$ cat src/rtl/instr_fetch.sv
// instr_fetch: fetches the word at PC over a req/ack memory handshake and predecodes Jump/imm
module instr_fetch #(
    parameter int TIMEOUT = 16,
    parameter int CNT_W   = 8
) (
    input  logic        CLK,
    input  logic        reset,
    input  logic [31:0] PC,
    input  logic        fetch_en,
    output logic        mem_req,
    output logic [31:0] mem_addr,
    input  logic        mem_ack,
    input  logic [31:0] mem_rdata,
    output logic [31:0] Instr,
    output logic        instr_valid,
    output logic        pc_advance,
    output logic        Jump,
    output logic [31:0] imm,
    output logic        fetch_err
);
    typedef enum logic [1:0] {IDLE, REQ, DONE, ERR} state_t;

    state_t             state_q;
    logic               mem_req_q;
    logic [31:0]        mem_addr_q;
    logic [31:0]        instr_q;
    logic               instr_valid_q;
    logic               pc_advance_q;
    logic               jump_q;
    logic [31:0]        imm_q;
    logic               fetch_err_q;
    logic [CNT_W-1:0]   cnt_q;

    // Fetch FSM; the DONE pulses are one cycle because they default low every cycle
    always_ff @(posedge CLK) begin
        if (!reset) begin
            state_q       <= IDLE;
            mem_req_q     <= 1'b0;
            mem_addr_q    <= '0;
            instr_q       <= '0;
            instr_valid_q <= 1'b0;
            pc_advance_q  <= 1'b0;
            jump_q        <= 1'b0;
            imm_q         <= '0;
            fetch_err_q   <= 1'b0;
            cnt_q         <= '0;
        end else begin
            instr_valid_q <= 1'b0;
            pc_advance_q  <= 1'b0;
            case (state_q)
                IDLE: begin
                    if (fetch_en) begin
                        if (PC[1:0] == 2'b00) begin
                            mem_addr_q <= {PC[31:2], 2'b00};
                            mem_req_q  <= 1'b1;
                            cnt_q      <= '0;
                            state_q    <= REQ;
                        end else begin
                            fetch_err_q <= 1'b1;
                            state_q     <= ERR;
                        end
                    end
                end
                REQ: begin
                    if (mem_ack) begin
                        instr_q       <= mem_rdata;
                        jump_q        <= mem_rdata[31:26] == 6'b000010;
                        imm_q         <= {{16{mem_rdata[15]}}, mem_rdata[15:0]};
                        mem_req_q     <= 1'b0;
                        instr_valid_q <= 1'b1;
                        pc_advance_q  <= 1'b1;
                        state_q       <= DONE;
                    end else if (cnt_q == CNT_W'(TIMEOUT - 1)) begin
                        mem_req_q   <= 1'b0;
                        fetch_err_q <= 1'b1;
                        state_q     <= ERR;
                    end else begin
                        cnt_q <= cnt_q + 1'b1;
                    end
                end
                DONE: state_q <= IDLE;
                ERR: begin
                    mem_req_q   <= 1'b0;
                    fetch_err_q <= 1'b1;
                end
                default: state_q <= IDLE;
            endcase
        end
    end

    assign mem_req     = mem_req_q;
    assign mem_addr    = mem_addr_q;
    assign Instr       = instr_q;
    assign instr_valid = instr_valid_q;
    assign pc_advance  = pc_advance_q;
    assign Jump        = jump_q;
    assign imm         = imm_q;
    assign fetch_err   = fetch_err_q;
endmodule

$ cat config.mk
export PLATFORM = sky130hd
export DESIGN_NAME = instr_fetch
export DESIGN_NICKNAME = d
export VERILOG_FILES = /design/src/rtl/instr_fetch.sv
export SDC_FILE = /design/constraint.sdc
export NUM_CORES = 1
export LEC_CHECK = 0
export ABC_CLOCK_PERIOD_IN_PS = 2100
export CELL_PAD_IN_SITES_DETAIL_PLACEMENT = 1
export CELL_PAD_IN_SITES_GLOBAL_PLACEMENT = 2
export CORE_ASPECT_RATIO = 0.9
export CORE_MARGIN = 5
export CORE_UTILIZATION = 21
export DETAILED_ROUTE_END_ITERATION = 8
export MAX_ROUTING_LAYER = met4
export PLACE_DENSITY = 0.88
export SETUP_SLACK_MARGIN = 0.05
export SLEW_MARGIN = 20
export SYNTH_ARGS = -nofsm -noshare
export SYNTH_HDL_FRONTEND = slang
export SYNTH_SLANG_ARGS = --single-unit
export TNS_END_PERCENT = 50
$ cat constraint.sdc
create_clock -name CLK -period 2.1 [get_ports CLK]
set_input_delay 0.42 -clock CLK [delete_from_list [all_inputs] [get_ports CLK]]
set_output_delay 0.42 -clock CLK [all_outputs]
set_load 0.02 [all_outputs]
==> results.md, run 1 <==
* Status: finished, final reports clean
* Vias in the first global route at 3455
* Via count at 3253
* Worst EP arrival at 1500 ps
* Finished Layout Cells at 745
* Unique cell type count in the Yosys netlist at 40
* Die Ht at 127.5 um
* Cell count after synthesis at 407
* Worst Path Buf+Inv at 1
* CTS H-tree depth at 3
* Fin Hold WS at 454.4 ps
* First-pass GRT wire length at 17.68 mm
* Comb pwr share at 0.316
* Synthesis-to-layout area growth at 62.58%
* Synthesized area at 3223 um^2
* I/O pin cnt at 169
* CP Capture Type: output port
* Ant diodes at 0
* Initial antenna violation count at 0
* Post-synth EDFFs at 0
* NetSw at 1576 uW
* Share of layout cells above drive strength 1 at 0.06814
* Pint at 3479 uW
* Worst-path maximum fanout at 19
* Ys flop type: dfxtp_1
* Post-synthesis sequential area ratio at 0.4720
* Clock transition at the registers of the reported paths at 60 ps
* Gr ovfl total at 0
* Setup violations, final at 0
* Average wire per standard cell at 14.73 um
* Minimum clock period at 1915 ps
* Switch share at 0.3118
* Critical path's slowest cell: clkdlybuf4s50_1
* Drt pass-1 iters at 4
* Critical path's top delay family: buffers and inverters
* Clock Tree Root: clkbuf_16
* Tot Pwr at 5055 uW
* DRC Markers at 0
* Chip width at 140.6 um
* Worst min-delay path class: reg2reg
* Tot GR Track Use at 0.1263
* Critical path type: reg2out
* Post-CTS Setup Repair Bufs at 0
* Synth top area share at 0.4720
* Fillers at 1783
* Clock share of power at 0.344
* Total Wirelength at 10.98 mm
* Die area at 17930 um^2
* Synth async-reset ratio at 0
* Fmax at 522.1 MHz
* Max incr delay on CP at 670 ps
* Top cells by count, synth: nand2_1 (134), dfxtp_1 (76), a21oi_1 (69)
* PwrDens at 964.7 nW/um^2
* # clock sinks at 76
* Post-route ant nets at 0
* Starting Density at 0.2117
* Via/cell ratio at 4.366
* Initial detailed-routing violation count at 101
* Register bit count reported by yosys at 76
* Post-DP HPWL at 8.254 mm
* CP required at 1680 ps
* Worst-Skew Late Latency at 340 ps
* Area of the core at 15230 um^2
* Synth Warn # at 0
* Mean area per synthesized cell at 7.919 um^2
* Count leader, synth: nand2_1
* Crit-path cells: clkdlybuf4s50_1
* Final net count at 612
* Pin count of the biggest net entering global routing at 38
* Unrepaired setup endpoints after global routing: false
* Area occupied by registers at 1523 um^2
* Final worst-path cycle share at 0.9121
* VDD IR max at 0.4068 mV
* Max Cap Viol at 0
* Slew Limit Fails at 0
* Row cnt at 43
* Leakage Power at 0.001797 uW
* Clock Path Buffers at 2
* Post-synth top area cell: dfxtp_1
* Final hold viol count at 0
* Dpl cells at 729
* GPL Wtd Cong at 0.8080
* Setup TNS at 0 ps
* PortBufs at 166
* TritonCTS clock tree: built
* CTS buffer count at 9
* Crit start category: register
* Seq pwr share at 0.340
* Clock skew at 8.088 ps
* Multi-input combinational cell area at 1323 um^2
* Synth top area cells: dfxtp_1 (47%), nand2_1 (16%), a21oi_1 (11%)
==> cells by family after synthesis <==
family / count (synthesis) / synth area share
buffers and inverters: 64 / 0.1188
muxes: 2 / 0.006211
AOI/OAI and AO/OA: 98 / 0.1747
and+or+nand+nor: 160 / 0.2038
DFF: 76 / 0.4720
other: 1 / 0.001163
adders and majority gates: 6 / 0.02329
==> timing repair <==
| action | CTS | global route |
|---|---|---|
| setup endpoints to repair | 18 | 0 |
| hold buffers | 0 | 0 |
| resized for setup | 1 | 0 |
==> final cells by class <==
type                            count  area share
Clock buffer                       13     0.05158
Clock inverter                      3     0.01289
Inverter                            6    0.004298
Multi-Input combinational cell    268      0.2524
Sequential cell                    76      0.2906
Tap cell                          202     0.04823
Timing Repair Buffer              177      0.3400
==> per-stage QoR <==
stage,util,instance area [um^2],worst slack [ps]
finish,0.3442,5240,184.7
global route,0.3442,5240,55.62
floorplan,-,3227,506.3
global placement,0.3219,4901,-18.92
detailed placement,0.3219,4901,-125.8
CTS,0.3442,5240,139.6
==> registers in the layout, indices dropped and copies added, names as in the netlist <==
signal	cells
Instr	32
pc_advance	1
mem_req	1
mem_addr	30
state_q	2
fetch_err	1
cnt_q	8
Jump	1
==> worst paths after layout <==
kind	startpoint	to	slack, ps	cells past startpoint
setup / recovery	Instr[15]$_SDFFE_PN0P_	imm[22]	180	1
hold / removal	mem_addr[10]$_SDFFE_PN0P_	mem_addr[10]$_SDFFE_PN0P_	450	2
setup reg to reg	state_q[1]$_SDFFE_PN0P_	cnt_q[2]$_SDFFE_PN0P_	250	6
hold reg to reg	mem_addr[10]$_SDFFE_PN0P_	mem_addr[10]$_SDFFE_PN0P_	450	2
==> placed cells by master, fill, tap and decap left out, types with 2 or more instances in the layout <==
cell type	instances
nand3_1	5
dfxtp_1	75
and2_1	2
buf_12	3
conb_1	2
inv_1	5
nor2_1	8
a21oi_1	69
mux2i_1	2
clkbuf_16	9
bufinv_16	2
clkbuf_8	3
a31oi_1	5
and3_1	2
o21ai_0	9
ha_1	6
nand2_1	134
a211oi_1	2
clkdlybuf4s50_1	166
buf_4	8
==> power by group through the flow <==
stage	sequential (uW)	clock [uW]	combinational, uW
floorplan	1900	0	789
global placement	1740	0	1590
detailed placement	1750	0	1620
CTS	1730	1810	1630
global route	1750	1860	1730
finish	1720	1740	1600
==> routing by layer <==
layer	up-vias	routed length, um	track usage
met2	130	5056	0.2038
met5	-	0	-
met3	9	1017	0.05951
met4	0	92	0.03077
li1	1576	-	-
met1	1538	4808	0.1426
Note: power is estimated with default switching activity, not from simulation.
==> run 2, diff against run 1 <==
- CAP_MARGIN: unset -> 5
- CORE_MARGIN: 5 -> 2
==> results.md, run 2 (synthesis gave the netlist of run 1 again) <==
* Status: finished, final reports clean
* Post-CTS Setup Repair Bufs at 0
* Reg2Reg Capture Point: cnt_q[1]$_SDFFE_PN0P_
* Drt pass-1 iters at 4
* Average wire per standard cell at 14.20 um
* Post-Place Worst Slack at -95.93 ps
* Synthesis-to-layout area growth at 62.62%
* Comb pwr share at 0.311
* Area of the core at 14870 um^2
* Final net count at 611
* R2R cell count at 6
* Critical path type: reg2out
* Initial detailed-routing violation count at 111
* Cell depth of the worst setup path at 1
* Final worst-path cycle share at 0.9164
* Via count at 3220
* Clock Path Buffers at 2
* Post-CTS Resized at 1
* Die Ht at 121.5 um
* Vias in the first global route at 3275
* Hold endpoint: mem_addr[3]$_SDFFE_PN0P_
* Worst Path Buf+Inv at 1
* Clock transition at the registers of the reported paths at 60 ps
* Worst hold path startpoint: mem_addr[3]$_SDFFE_PN0P_
* Worst reg2reg setup slack at 250 ps
* Worst-path maximum fanout at 19
* First-pass GRT wire length at 16.71 mm
* Hold Crit Depth at 2
* Dpl cells at 724
* # clock sinks at 76
* Most frequent cells in the layout: clkdlybuf4s50_1 (166), nand2_1 (134), dfxtp_1 (75), a21oi_1 (69)
* Die area at 16360 um^2
* PwrDens at 979.6 nW/um^2
* Fin Hold WS at 452.6 ps
* Worst min-delay path class: reg2reg
* Chip width at 134.6 um
* Leakage Power at 0.001805 uW
* Most common cell after layout, fill and taps aside: clkdlybuf4s50_1
* Setup WS post-layout at 175.6 ps
* Clock skew at 6.113 ps
* Pint at 3568 uW
* Post-route ant nets at 0
* Via/cell ratio at 4.351
* Starting Density at 0.2167
* Switch share at 0.3051
* Finished Layout Cells at 740
* PortBufs at 166
* Pin count of the biggest net entering global routing at 37
* CP required at 1680 ps
* Ant diodes at 0
* Crit start category: register
* R2r startpoint: state_q[1]$_SDFFE_PN0P_
* CP Capture Type: output port
* CTS H-tree depth at 3
* TritonCTS clock tree: built
* Max Cap Viol at 0
* VDD IR max at 0.4832 mV
* Total Wirelength at 10.51 mm
* Initial antenna violation count at 0
* Max incr delay on CP at 670 ps
* Unrepaired setup endpoints after global routing: false
* Post-DP HPWL at 7.683 mm
* GPL Wtd Cong at 0.7599
* NetSw at 1566 uW
* Worst EP arrival at 1500 ps
* Minimum clock period at 1924 ps
* Final hold viol count at 0
* Hold_buf cts at 0
* Seq pwr share at 0.336
* Slew Limit Fails at 0
* Setup violations, final at 0
* I/O pin cnt at 169
* Clock Tree Root: clkbuf_16
* CTS buffer count at 9
* Critical path's slowest cell: clkdlybuf4s50_1
* DRC Markers at 0
* Final Util at 0.3524
* Share of layout cells above drive strength 1 at 0.06642
* Worst-Skew Late Latency at 340 ps
* Fmax at 519.7 MHz
* Critical path's top delay family: buffers and inverters
* Crit-path cells: clkdlybuf4s50_1
* Max reg flops at 32
* Gr ovfl total at 0
* Clock share of power at 0.354
* Tot GR Track Use at 0.1336
* Row cnt at 42
## run 2: worst max-delay path by stage
stage | start | to
detailed placement | fetch_en | cnt_q[5]$_SDFFE_PN0P_
floorplan | PC[1] | cnt_q[1]$_SDFFE_PN0P_
finish | Instr[15]$_SDFFE_PN0P_ | imm[26]
global route | Instr[15]$_SDFFE_PN0P_ | imm[27]
CTS | Instr[15]$_SDFFE_PN0P_ | imm[27]
global placement | fetch_en | cnt_q[1]$_SDFFE_PN0P_
## run 2: layer usage
layer	global-route usage	part of all wire	vias to the layer above
li1	-	-	1570
met1	0.1575	0.46	1496
met2	0.2111	0.44	143
met3	0.05951	0.095	11
met4	0.02961	0.0083	0
met5	-	0	-
## run 2: layout make-up
class	instances	area, um^2
clock buffer	12	256.5
sequential	76	1523
fill	1738	9630
inverter	6	22.52
multi-input combinational	268	1323
tap	198	247.7
clock inverter	4	95.09
timing repair buffer	176	1774
## run 2: through the flow
| stage | power, uW | setup TNS, ps | cell area (um^2) |
|---|---|---|---|
| floorplan | 2693 | 0 | 3227 |
| global placement | 3320 | -111.3 | 4888 |
| detailed placement | 3368 | -453.1 | 4888 |
| CTS | 5231 | 0 | 5241 |
| global route | 5440 | 0 | 5241 |
| finish | 5134 | 0 | 5241 |
## run 2: tightest hold or removal path, delay by kind of cell (launching register included)
| kind | cells | cell delay [ps] |
|---|---|---|
| AO/OA/AOI/OAI | 1 | 50 |
| flip-flops | 1 | 300 |
| AND/OR/NAND/NOR | 1 | 50 |
## run 2: power groups by stage
stage | clock (uW) | combinational [uW] | sequential (uW)
final | 1820 | 1590 | 1720
after global placement | 0 | 1580 | 1740
after global routing | 1960 | 1740 | 1740
after floorplan | 0 | 789 | 1900
after CTS | 1890 | 1620 | 1730
after detailed placement | 0 | 1610 | 1760
==> run 3, diff against run 2 <==
--- a/config.mk
+++ b/config.mk
@@ -6,5 +6,5 @@
 export NUM_CORES = 1
 export LEC_CHECK = 0
-export ABC_CLOCK_PERIOD_IN_PS = 2100
+export ABC_CLOCK_PERIOD_IN_PS = 1780
 export CAP_MARGIN = 5
 export CELL_PAD_IN_SITES_DETAIL_PLACEMENT = 1
==> constraint.sdc (replaced) <==
create_clock -name CLK -period 1.78 [get_ports CLK]
set_input_delay 0.267 -clock CLK [delete_from_list [all_inputs] [get_ports CLK]]
set_output_delay 0.267 -clock CLK [all_outputs]
set_load 0.02 [all_outputs]
==> results.md, run 3 (synthesis gave the netlist of run 1 again) <==
* Status: finished, final reports clean
* Leakage Power at 0.001943 uW
* Pin count of the biggest net entering global routing at 33
* Max Cap Viol at 0
* Ant diodes at 0
* DRC Markers at 0
* First-pass GRT wire length at 16.82 mm
* Chip width at 134.6 um
* CP Capture Type: register
* Worst-path maximum fanout at 4
* Gr ovfl total at 0
* Fillers at 1762
* Fmax at 601.1 MHz
* Area of the core at 14870 um^2
* Vias in the first global route at 3357
* I/O pin cnt at 169
* Die area at 16360 um^2
* Final net count at 624
* Critical path type: in2reg
* PwrDens at 1137 nW/um^2
* Most common cell after layout, fill and taps aside: clkdlybuf4s50_1
* Clock skew at 10.17 ps
* Slew Limit Fails at 0
* Worst min-delay path class: reg2reg
* Clock Path Buffers at 2
* Starting Density at 0.2167
* Post-route ant nets at 0
* Via/cell ratio at 4.336
* Total Wirelength at 10.78 mm
* Multi-input combinational cell area at 1353 um^2
* Minimum clock period at 1664 ps
* Setup TNS at 0 ps
* Clock Tree Root: clkbuf_16
* Unrepaired setup endpoints after global routing: false
* Max reg flops at 32
* Worst EP arrival at 1880 ps
* Crit start category: primary input
* Dpl cells at 735
* Area occupied by registers at 1525 um^2
* Initial antenna violation count at 0
* Initial detailed-routing violation count at 68
* # clock sinks at 76
* Via count at 3265
* Post-DP HPWL at 7.987 mm
* GPL Wtd Cong at 0.7680
* Tot GR Track Use at 0.1358
* Final worst-path cycle share at 0.9346
* TritonCTS clock tree: built
* Row cnt at 42
* Setup violations, final at 0
* Fin Hold WS at 453.9 ps
* Finished Layout Cells at 753
* Worst reg2reg setup slack at 140 ps
* Synthesis-to-layout area growth at 65.92%
* VDD IR max at 0.4637 mV
* CP required at 2000 ps
* Average wire per standard cell at 14.31 um
* Share of layout cells above drive strength 1 at 0.09910
* PortBufs at 166
* Drt pass-1 iters at 4
* CTS H-tree depth at 3
* Die Ht at 121.5 um
* Most frequent cells in the layout: clkdlybuf4s50_1 (148), nand2_1 (133), dfxtp_1 (73), a21oi_1 (69), buf_4 (19)
* Worst-Skew Late Latency at 350 ps
* Final hold viol count at 0
* CTS buffer count at 9
* Clock transition at the registers of the reported paths at 60 ps
[run 3: changes by cell type in the layout (fill, tap and decap cells not counted), moves of 2 or more]
| cell | change |
|---|---|
| ha_4 | +2 |
| dfxtp_1 | -2 |
| dlygate4sd2_1 | +18 |
| dfxtp_2 | +2 |
| clkdlybuf4s50_1 | -18 |
| ha_1 | -3 |
| buf_4 | +12 |
[run 3: layer usage]
| metal | global-route usage | wire (um) |
|---|---|---|
| met2 | 0.2258 | 5071 |
| met3 | 0.05493 | 971 |
| met1 | 0.1492 | 4587 |
| met4 | 0.04342 | 148 |
| met5 | - | 0 |
[run 3: final timing paths]
path / from / to / cells after the start
worst min-delay path: Instr[22]$_SDFFE_PN0P_ / Instr[22]$_SDFFE_PN0P_ / 2
worst max register to register: cnt_q[1]$_SDFFE_PN0P_ / cnt_q[5]$_SDFFE_PN0P_ / 5
worst min register to register: Instr[22]$_SDFFE_PN0P_ / Instr[22]$_SDFFE_PN0P_ / 2
worst max-delay path: fetch_en / cnt_q[2]$_SDFFE_PN0P_ / 5
[run 3: through the flow]
stage	area (um^2)	utilization	setup slack, ps	total power [uW]
after floorplan	3227	-	226.8	3177
after global placement	4984	0.3351	-198.2	4002
after detailed placement	4984	0.3351	-249.0	4058
after CTS	5303	0.3566	32.10	6135
after global routing	5348	0.3596	19.36	6438
final	5348	0.3596	116.4	6080
[run 3: power by group]
group / internal (uW) / switching [uW] / leakage [uW]
logic: 939 / 1040 / 0.00116
clock network: 1340 / 721 / 0.000162
registers: 1890 / 142 / 0.000618
total: 4180 / 1900 / 0.00194
[run 3: layout make-up]
| type | count | share of cell area |
|---|---|---|
| multi-input cells | 268 | 0.2529 |
| clock buffers | 13 | 0.05054 |
| clock inverters | 3 | 0.01263 |
| repair buffers | 189 | 0.3482 |
| well taps | 198 | 0.04633 |
| flip-flops and latches | 76 | 0.2852 |
| inverters | 6 | 0.004212 |
[run 3: worst max-delay path: stages]
cell and delay [ps]:
clkdlybuf4s50_1 470, or3b_4 420, a211o_2 400, a22oi_1 220
mux2i_1 110
[run 3: what timing repair did]
| item | 4_1_cts | 5_1_grt |
|---|---|---|
| hold buffers | 0 | 0 |
| cloned | 0 | 0 |
| setup buffers | 0 | 2 |
| pin swaps | 0 | 2 |
| endpoints found under the setup margin | 40 | 32 |
| resized for setup | 20 | 7 |
